[src/rtl/tokens_pkg.sv]
// tokens_pkg: helpers shared by the tokens_* blocks.
//   tokens_clog2_min1(n) : ceil(log2(n)), never less than 1, used to size counters.
//   tokens_therm(n, w)   : thermometer code with bits 0..min(n,w)-1 set.
//                          The result is TOKENS_MAX_LANES wide; callers size-cast it.
package tokens_pkg;

    localparam int TOKENS_MAX_LANES = 64;

    function automatic int tokens_clog2_min1(int n);
        return (n <= 1) ? 1 : $clog2(n);
    endfunction

    function automatic logic [TOKENS_MAX_LANES-1:0] tokens_therm(int n, int width);
        logic [TOKENS_MAX_LANES-1:0] m;
        m = '0;
        for (int i = 0; i < TOKENS_MAX_LANES; i++) begin
            if (i < n && i < width) m[i] = 1'b1;
        end
        return m;
    endfunction

endpackage

[src/rtl/tokens_preg.sv]
// tokens_preg: one-deep valid/payload output register.
//   clk, rst_n : clock, asynchronous active-low reset (clears valid and payload)
//   load       : capture nxt and raise vld (takes priority over clear)
//   clear      : drop vld, payload holds its last value
//   nxt        : payload to capture
//   vld, dat   : registered valid and payload
module tokens_preg #(
    parameter int DW = 8
) (
    input  logic          clk,
    input  logic          rst_n,
    input  logic          load,
    input  logic          clear,
    input  logic [DW-1:0] nxt,
    output logic          vld,
    output logic [DW-1:0] dat
);

    always_ff @(posedge clk or negedge rst_n) begin
        if (!rst_n) begin
            vld <= 1'b0;
            dat <= '0;
        end else if (load) begin
            vld <= 1'b1;
            dat <= nxt;
        end else if (clear) begin
            vld <= 1'b0;
        end
    end

endmodule

[src/rtl/tokens_pack.sv]
// tokens_pack: width up-converter, packs RATIO narrow DW-bit beats into one
// RATIO*DW word, lane 0 first. A beat with src_lst closes the word early and
// the unused upper lanes are zero with dst_msk marking the valid lanes.
//   clk, rst_n                        : clock, asynchronous active-low reset
//   src_vld, src_rdy, src_dat, src_lst: narrow input beat
//   dst_vld, dst_rdy                  : packed word handshake (registered)
//   dst_dat                           : packed word, lane k = [k*DW +: DW]
//   dst_msk                           : thermometer lane mask from bit 0
//   dst_lst                           : word was closed by src_lst
//
// Handshake: a transfer happens on a rising edge where vld & rdy are both 1.
// A source holds its data stable while vld=1 and rdy=0. src_rdy depends only
// on registered dst_vld and on dst_rdy, never on src_vld or src_dat.
module tokens_pack
    import tokens_pkg::*;
#(
    parameter int DW    = 8,
    parameter int RATIO = 4
) (
    input  logic                clk,
    input  logic                rst_n,
    input  logic                src_vld,
    output logic                src_rdy,
    input  logic [DW-1:0]       src_dat,
    input  logic                src_lst,
    output logic                dst_vld,
    input  logic                dst_rdy,
    output logic [RATIO*DW-1:0] dst_dat,
    output logic [RATIO-1:0]    dst_msk,
    output logic                dst_lst
);

    localparam int CW = tokens_clog2_min1(RATIO);
    localparam int PW = RATIO*DW + RATIO + 1;

    if (RATIO < 1) begin : g_ratio_check
        $error("tokens_pack: RATIO must be at least 1");
    end

    logic          acc_en;
    logic          emit;
    logic          last_lane;
    logic          close;
    logic [CW-1:0] cnt;

    logic [RATIO*DW-1:0] word_nxt;
    logic [RATIO-1:0]    msk_nxt;
    logic [PW-1:0]       pay_nxt;
    logic [PW-1:0]       pay;

    assign src_rdy   = ~dst_vld | dst_rdy;
    assign acc_en    = src_vld & src_rdy;
    assign emit      = dst_vld & dst_rdy;
    assign last_lane = (cnt == CW'(RATIO-1));
    assign close     = acc_en & (last_lane | src_lst);

    // cnt is the lane the next accepted beat lands in.
    always_ff @(posedge clk or negedge rst_n) begin
        if (!rst_n) begin
            cnt <= '0;
        end else if (close) begin
            cnt <= '0;
        end else if (acc_en) begin
            cnt <= cnt + CW'(1);
        end
    end

    if (RATIO > 1) begin : g_acc
        // The top lane is never stored: a beat landing there always closes.
        // Lanes are not cleared on close; the zero-forcing below hides stale data.
        logic [(RATIO-1)*DW-1:0] acc;

        always_ff @(posedge clk) begin
            for (int k = 0; k < RATIO-1; k++) begin
                if (acc_en && !close && cnt == CW'(k)) begin
                    acc[k*DW +: DW] <= src_dat;
                end
            end
        end

        for (genvar k = 0; k < RATIO; k++) begin : g_lane
            if (k < RATIO-1) begin : g_stored
                assign word_nxt[k*DW +: DW] = (CW'(k) < cnt)  ? acc[k*DW +: DW] :
                                              (CW'(k) == cnt) ? src_dat : '0;
            end else begin : g_top
                assign word_nxt[k*DW +: DW] = (CW'(k) == cnt) ? src_dat : '0;
            end
        end
    end else begin : g_no_acc
        assign word_nxt = src_dat;
    end

    // Lanes 0..cnt are valid in the closing word.
    assign msk_nxt = RATIO'(tokens_therm(int'(cnt) + 1, RATIO));
    assign pay_nxt = {src_lst, msk_nxt, word_nxt};

    // A close only happens when src_rdy is 1, so a load never overwrites a
    // stalled word; load-with-emit reloads and keeps dst_vld high.
    tokens_preg #(
        .DW (PW)
    ) u_preg (
        .clk   (clk),
        .rst_n (rst_n),
        .load  (close),
        .clear (emit),
        .nxt   (pay_nxt),
        .vld   (dst_vld),
        .dat   (pay)
    );

    assign {dst_lst, dst_msk, dst_dat} = pay;

endmodule
[config.mk]
export PLATFORM = sky130hd
export DESIGN_NAME = tokens_pack
export DESIGN_NICKNAME = d
export VERILOG_FILES = /design/src/rtl/tokens_pkg.sv /design/src/rtl/tokens_preg.sv /design/src/rtl/tokens_pack.sv
export SDC_FILE = /design/constraint.sdc
export NUM_CORES = 1
export LEC_CHECK = 0
export CAP_MARGIN = 20
export CORE_UTILIZATION = 30
export CTS_BUF_LIST = sky130_fd_sc_hd__clkbuf_8
export DETAILED_ROUTE_END_ITERATION = 12
export SYNTH_ARGS = -nofsm -noshare
export SYNTH_HDL_FRONTEND = slang
export SYNTH_HIERARCHICAL = 1
export SYNTH_SLANG_ARGS = --single-unit
[constraint.sdc]
create_clock -name clk -period 1.8 [get_ports clk]
set_input_delay 0.36 -clock clk [delete_from_list [all_inputs] [get_ports clk]]
set_output_delay 0.36 -clock clk [all_outputs]
set_load 0.01 [all_outputs]
==> results of run 1 <==
==> logic make-up after synthesis <==
group,count (synthesis),share of synthesized area
AO/OA/AOI/OAI,17,0.0432
adder cells (fa/ha/maj),7,0.0312
flip-flops,64,0.613
multiplexers,47,0.215
buffers and inverters,12,0.0281
AND/OR/NAND/NOR,36,0.0699
==> synthesized netlist by cell type, drive strengths merged, types with 2 or more instances <==
library cell / number / area [um^2]
dfrtp: 40 / 1000
a22o: 9 / 78.8
nor2: 3 / 13.8
nor2b: 2 / 12.5
o21ai: 7 / 35.0
edfxtp: 24 / 721
mux2: 46 / 593
buf: 7 / 60.1
nand2: 17 / 63.8
ha: 7 / 87.6
inv: 4 / 15.0
and2: 12 / 88.8
==> area by class of cell <==
type	count	area [um^2]	area share
Sequential cell	64	1720	0.459
Multi-Input combinational cell	107	1020	0.272
Tap cell	108	135	0.0360
Inverter	4	15.0	0.00400
Timing Repair Buffer	69	679	0.181
Clock inverter	7	56.3	0.0150
Clock buffer	9	124	0.0330
==> critical path, delay by kind of cell (launching register included) <==
| family | cells | cell delay, ns |
|---|---|---|
| simple gates | 3 | 0.64 |
| flops | 1 | 0.45 |
| fa+ha+maj | 1 | 0.28 |
==> layout by cell type, fill, tap and decap left out, types with 3 or more instances in the layout <==
cell type / netlist / final
clkdlybuf4s50_1: 0 / 49
dfrtp_1: 40 / 40
mux2_2: 26 / 26
edfxtp_1: 24 / 24
mux2_4: 20 / 20
nand2_1: 17 / 17
buf_4: 0 / 14
and2_2: 11 / 11
a22o_1: 9 / 9
clkbuf_8: 0 / 9
o21ai_0: 7 / 7
inv_1: 4 / 7
ha_1: 7 / 7
clkinv_2: 0 / 3
buf_12: 0 / 3
==> per-layer routing <==
metal  share of wire  up-vias
li1                -      789
met2            0.45       41
met1            0.48      798
met3           0.045       10
met4           0.017        0
met5               0        -
==> worst paths after layout <==
path	startpoint	end	depth (start not counted)	slack, ns
min in group asynchronous	rst_n	u_preg/dat[17]	2	0.52
worst min-delay path	u_preg/dat[14]	u_preg/dat[14]	1	0.51
worst min register to register	u_preg/dat[14]	u_preg/dat[14]	1	0.51
max in group asynchronous	rst_n	u_preg/dat[3]	3	0.79
worst max register to register	cnt[0]	g_acc.acc[6]	4	0.13
worst max-delay path	cnt[0]	g_acc.acc[6]	4	0.13
==> through the flow <==
step / instances / area (um^2) / setup slack (ns) / util
4_1_cts: 368 / 3750 / 0.0697 / 0.421
3_3_place_gp: 351 / 3560 / -0.113 / 0.400
5_1_grt: 368 / 3750 / 0.0369 / 0.422
3_5_place_dp: 351 / 3560 / -0.168 / 0.400
6_report: 368 / 3750 / 0.126 / 0.422
2_1_floorplan: 183 / 2810 / 0.130 / -
==> sequential cells by signal, indices dropped and copies added (netlist names) <==
name        cells
u_preg/dat     37
g_acc.acc      24
cnt             2
u_preg/vld      1
==> what timing repair did <==
item                                    CTS  global route
hold endpoints to repair                 18             0
gates resized for setup                   1             1
endpoints found under the setup margin    1             3
buffers inserted                          0             0
cloned                                    0             0
hold buffers                              1             0
==> power by group <==
group          switching [mW]  leakage (nW)  internal, mW
combinational           0.773         0.750          1.25
sequential              0.214         0.734          1.90
clock                   0.520         0.107         0.617
==> run summary, run 1 <==
CP Cell Sequence: ha_1 -> nor2_4 -> and3_4 -> and2_2
Total power: 5.28 mW
Maximum clock frequency: 597 MHz
Status: completed
Total track usage: 0.121
CTS H-tree depth: 3
Placer Congestion: 0.716
Later-pin clock latency in the skew report: 0.33 ns
Clk slew on worst S/H paths: 0.06 ns
CTS tree: yes
Crit path max fanout: 8
Slowest cell on the critical path: dfrtp_1
Synthesized flop and latch total: 64
Remaining DRCs: 0
Avg Cell Area, Syn: 15.3 um^2
Worst Path Required: 1.82 ns
Total CTS buffers: 9
Syn_nets: 203
WS Path Type: flop to flop
Number of global-route vias before repair: 1,683
Top_reg_cell synth: dfrtp_1
Die height: 98.8 um
Root Buffer: clkbuf_8
Clock Sinks: 64
First-pass GRT wire length: 8890 um
Met1 Resource Use GR: 0.166
Post-synth EDFFs: 24
Via/cell ratio: 4.45
Busiest grt layer: met2
Vias: 1,638
Starting density of the core: 0.316
Slew @ Worst Pin: 0.487 ns
Yosys warns: 6
Synth cell types: 21
M2 GR Usage: 0.179
Nets: 275
Leak pwr: 1.59 nW
Initial DRC Count: 85
Antenna diodes: 0
Clk buf depth: 2
Pwr dens: 1410 nW/um^2
CP endpoint kind: flop
Largest net degree at the start of global routing: 23
Initial antenna violation count: 0
Netlist Area Pre-Place: 2810 um^2
GR Util met3: 0.0319
Asr flop ratio synth: 0.625
Max-slew headroom: 0.675
Peak supply drop: 0.000590 V
Final Hold Viols: 0
Chip Width: 98.8 um
Sum Neg Setup Slack: 0 ns
Final setup violation count: 0
RSZ-0062 raised after global routing: false
Crit path largest cell delay: 0.45 ns
I/O pin count: 52
Row cnt: 34
Area grow syn2layout: 33.6%
Antenna Nets Post-Route: 0
IO buf count: 51
Routed wire length: 5470 um
Core outline area: 8890 um^2
Final min period: 1.67 ns
Worst hold slack: 0.509 ns
Max cap viols: 0
Layout cell share with drive strength beyond 1: 0.350
HPWL after DPL: 3850 um
Worst Clk Skew: 0.00593 ns
Period utilization: 0.930
Seq/Total Area, Yosys: 0.613
Mapped Cells: 183
Wire length per cell: 14.9 um
Crit path launch type: flop
Worst hold path type: flop to flop
Max Slew Vio Count: 0
Fill cell count: 839
Total Die Area: 9750 um^2
Crit path DAT: 1.70 ns
Drt pass-1 iters: 4
GRT overflow: 0
Note: power is estimated with default switching activity, not from simulation.
==> run 2: changes to the inputs <==
--- a/config.mk
+++ b/config.mk
@@ -8,7 +8,9 @@
 export CAP_MARGIN = 20
 export CORE_UTILIZATION = 30
 export CTS_BUF_LIST = sky130_fd_sc_hd__clkbuf_8
+export CTS_CLUSTER_SIZE = 14
 export DETAILED_ROUTE_END_ITERATION = 12
+export GPL_TIMING_DRIVEN = 0
 export SYNTH_ARGS = -nofsm -noshare
 export SYNTH_HDL_FRONTEND = slang
 export SYNTH_HIERARCHICAL = 1
==> run 2 against run 1 <==
Net effect: largest cell class unchanged; worst hold slack worse by 0.0070 ns; die area stayed put; clock power is 15% higher; cell count is 1.6% lower; highest routed layer unchanged.
==> run summary, run 2 (synthesis gave the netlist of run 1 again) <==
First-pass GRT wire length: 8850 um (-0.47%)
Total Die Area: 9750 um^2 (unchanged)
Maximum clock frequency: 577 MHz (-3.4%)
Max reg flops: 37 (unchanged)
Max Slew Vio Count: 0 (unchanged)
Starting density of the core: 0.316 (unchanged)
Max cap viols: 0 (unchanged)
Slowest cell on the critical path: clkdlybuf4s50_1
Total CTS buffers: 9 (unchanged)
Crit path largest cell delay: 0.47 ns (+0.02 ns)
Die height: 98.8 um (unchanged)
Nets: 269 (-2.2%)
IO buf count: 51 (unchanged)
Pwr dens: 1440 nW/um^2 (+2.8%)
Crit path launch type: primary input
Leak pwr: 1.56 nW (-2.0%)
Total track usage: 0.124 (+0.00299)
Placed inst area: 3480 um^2 (-2.3%)
Worst Clk Skew: 0.00461 ns (-0.00132 ns)
CP endpoint kind: flop
Drt pass-1 iters: 4 (unchanged)
Antenna diodes: 0 (unchanged)
Vias: 1,617 (-1.3%)
Most common cell on crit path: buf_6
Largest register by flop count: u_preg/dat
RSZ-0062 raised after global routing: false
Area grow syn2layout: 32.8%
Layout cell share with drive strength beyond 1: 0.354 (+0.00433)
Period utilization: 0.963 (+0.0332)
CTS tree: yes
CTS H-tree depth: 3 (unchanged)
Placer Congestion: 0.722 (+0.85%)
Via/cell ratio: 4.47 (+0.35%)
Wire length per cell: 15.2 um (+2.5%)
Root Buffer: clkbuf_8
WS Path Type: primary input to flop
HPWL after DPL: 3810 um (-1.0%)
Finished Layout Cells: 362 (-1.6%)
Number of global-route vias before repair: 1,649 (-2.0%)
Final Hold Viols: 0 (unchanged)
Initial antenna violation count: 0 (unchanged)
Later-pin clock latency in the skew report: 0.34 ns (about the same)
Clock Sinks: 64 (unchanged)
Remaining DRCs: 0 (unchanged)
Antenna Nets Post-Route: 0 (unchanged)
Final setup violation count: 0 (unchanged)
Clk buf depth: 2 (unchanged)
Row cnt: 34 (unchanged)
Peak supply drop: 0.000804 V (+36%)
Chip Width: 98.8 um (unchanged)
Fin util: 0.420 (-0.00253)
Final min period: 1.73 ns (+0.0598 ns)
Layout Cell Area excl Fill: 3730 um^2 (-0.60%)
GRT overflow: 0 (unchanged)
Core outline area: 8890 um^2 (unchanged)
Crit path DAT: 1.96 ns (+0.26 ns)
Crit path max fanout: 10 (+2)
Placed cell count: 343 (-2.3%)
Status: completed
Routed wire length: 5520 um (+0.84%)
Worst Path Required: 2.02 ns (+0.20 ns)
Initial DRC Count: 82 (-3.5%)
Max-slew headroom: 0.689 (+0.0137)
CP Cell Sequence: clkdlybuf4s50_1 -> nand2b_1 -> nand2_1 -> nor2_2 -> buf_6 -> buf_6 -> mux2_4
Most frequent cells in the layout: clkdlybuf4s50_1, dfrtp_1, mux2_2
Largest net degree at the start of global routing: 24 (+4.3%)
Biggest regs: u_preg/dat: 37 flops, g_acc.acc: 24 flops, cnt: 2 flops
Most common cell after layout, fill and taps aside: clkdlybuf4s50_1
Clk slew on worst S/H paths: 0.07 ns (about the same)
Slew @ Worst Pin: 0.467 ns (-0.0205 ns)
I/O pin count: 52 (unchanged)
Worst hold path type: primary input to async pin
## run 2: cell types whose count changed in the layout (fill, tap and decap cells not counted), moves of 2 or more
cell	before	now
buf_6	0	4
inv_1	7	4
nor2_2	0	2
buf_12	3	0
dfrtp_1	40	38
buf_4	14	2
buf_2	1	4
nor2_4	2	0
dfrtp_2	0	2
## run 2: repair_timing
| item | in CTS | in global routing |
|---|---|---|
| resized for setup | 4 | 3 |
| setup endpoints to repair | 62 | 31 |
| buffers inserted | 0 | 2 |
| pin swaps | 0 | 0 |
| hold buffers | 1 | 0 |
| hold endpoints to repair | 17 | 0 |
## run 2: area by class of cell
type | instances | area [um^2]
Buffer | 8 | 63.8
Clock buffer | 9 | 124
Clock inverter | 7 | 87.6
Fill cell | 834 | 5160
Inverter | 4 | 15.0
Multi-Input combinational cell | 107 | 1020
Sequential cell | 64 | 1720
Tap cell | 108 | 135
Timing Repair Buffer | 55 | 557
## run 2: worst max-delay path, delay by kind of cell
kind / cells / cell delay (ns)
buffers and inverters: 3 / 0.83
multiplexers: 1 / 0.31
AND/OR/NAND/NOR: 3 / 0.45
## run 2: stage by stage
stage	hold slack [ns]	setup slack [ns]	power, mW	setup TNS [ns]
after detailed placement	0.342	-0.348	4.11	-11.51
after floorplan	0.0644	0.130	3.17	0
final	0.502	0.0665	5.39	0
after global placement	0.490	-0.663	4.08	-35.86
after global routing	0.523	0.00564	5.73	0
after CTS	0.503	0.00633	5.47	0
## run 2: where the power goes
| group | switching (mW) | total [mW] | internal [mW] |
|---|---|---|---|
| Combinational | 0.774 | 1.98 | 1.20 |
| Sequential | 0.203 | 2.10 | 1.90 |
| Clock | 0.540 | 1.31 | 0.769 |
| Total | 1.52 | 5.39 | 3.87 |
## run 2: path summary, 6_finish.rpt
check / from / to / slack [ns] / cells past startpoint
setup / recovery: dst_rdy / u_preg/dat[27] / 0.07 / 7
setup reg to reg: cnt[0] / u_preg/dat[2] / 0.08 / 5
min in group clk: u_preg/dat[4] / u_preg/dat[4] / 0.51 / 1
hold reg to reg: u_preg/dat[4] / u_preg/dat[4] / 0.51 / 1
hold / removal: rst_n / u_preg/dat[20] / 0.50 / 2
max in group asynchronous: rst_n / cnt[0] / 0.81 / 3
## run 2: layer usage
metal | share of wire | track usage
met5 | 0 | 0
met4 | 0.0053 | 0.0448
met3 | 0.052 | 0.0475
met2 | 0.48 | 0.193
met1 | 0.46 | 0.157
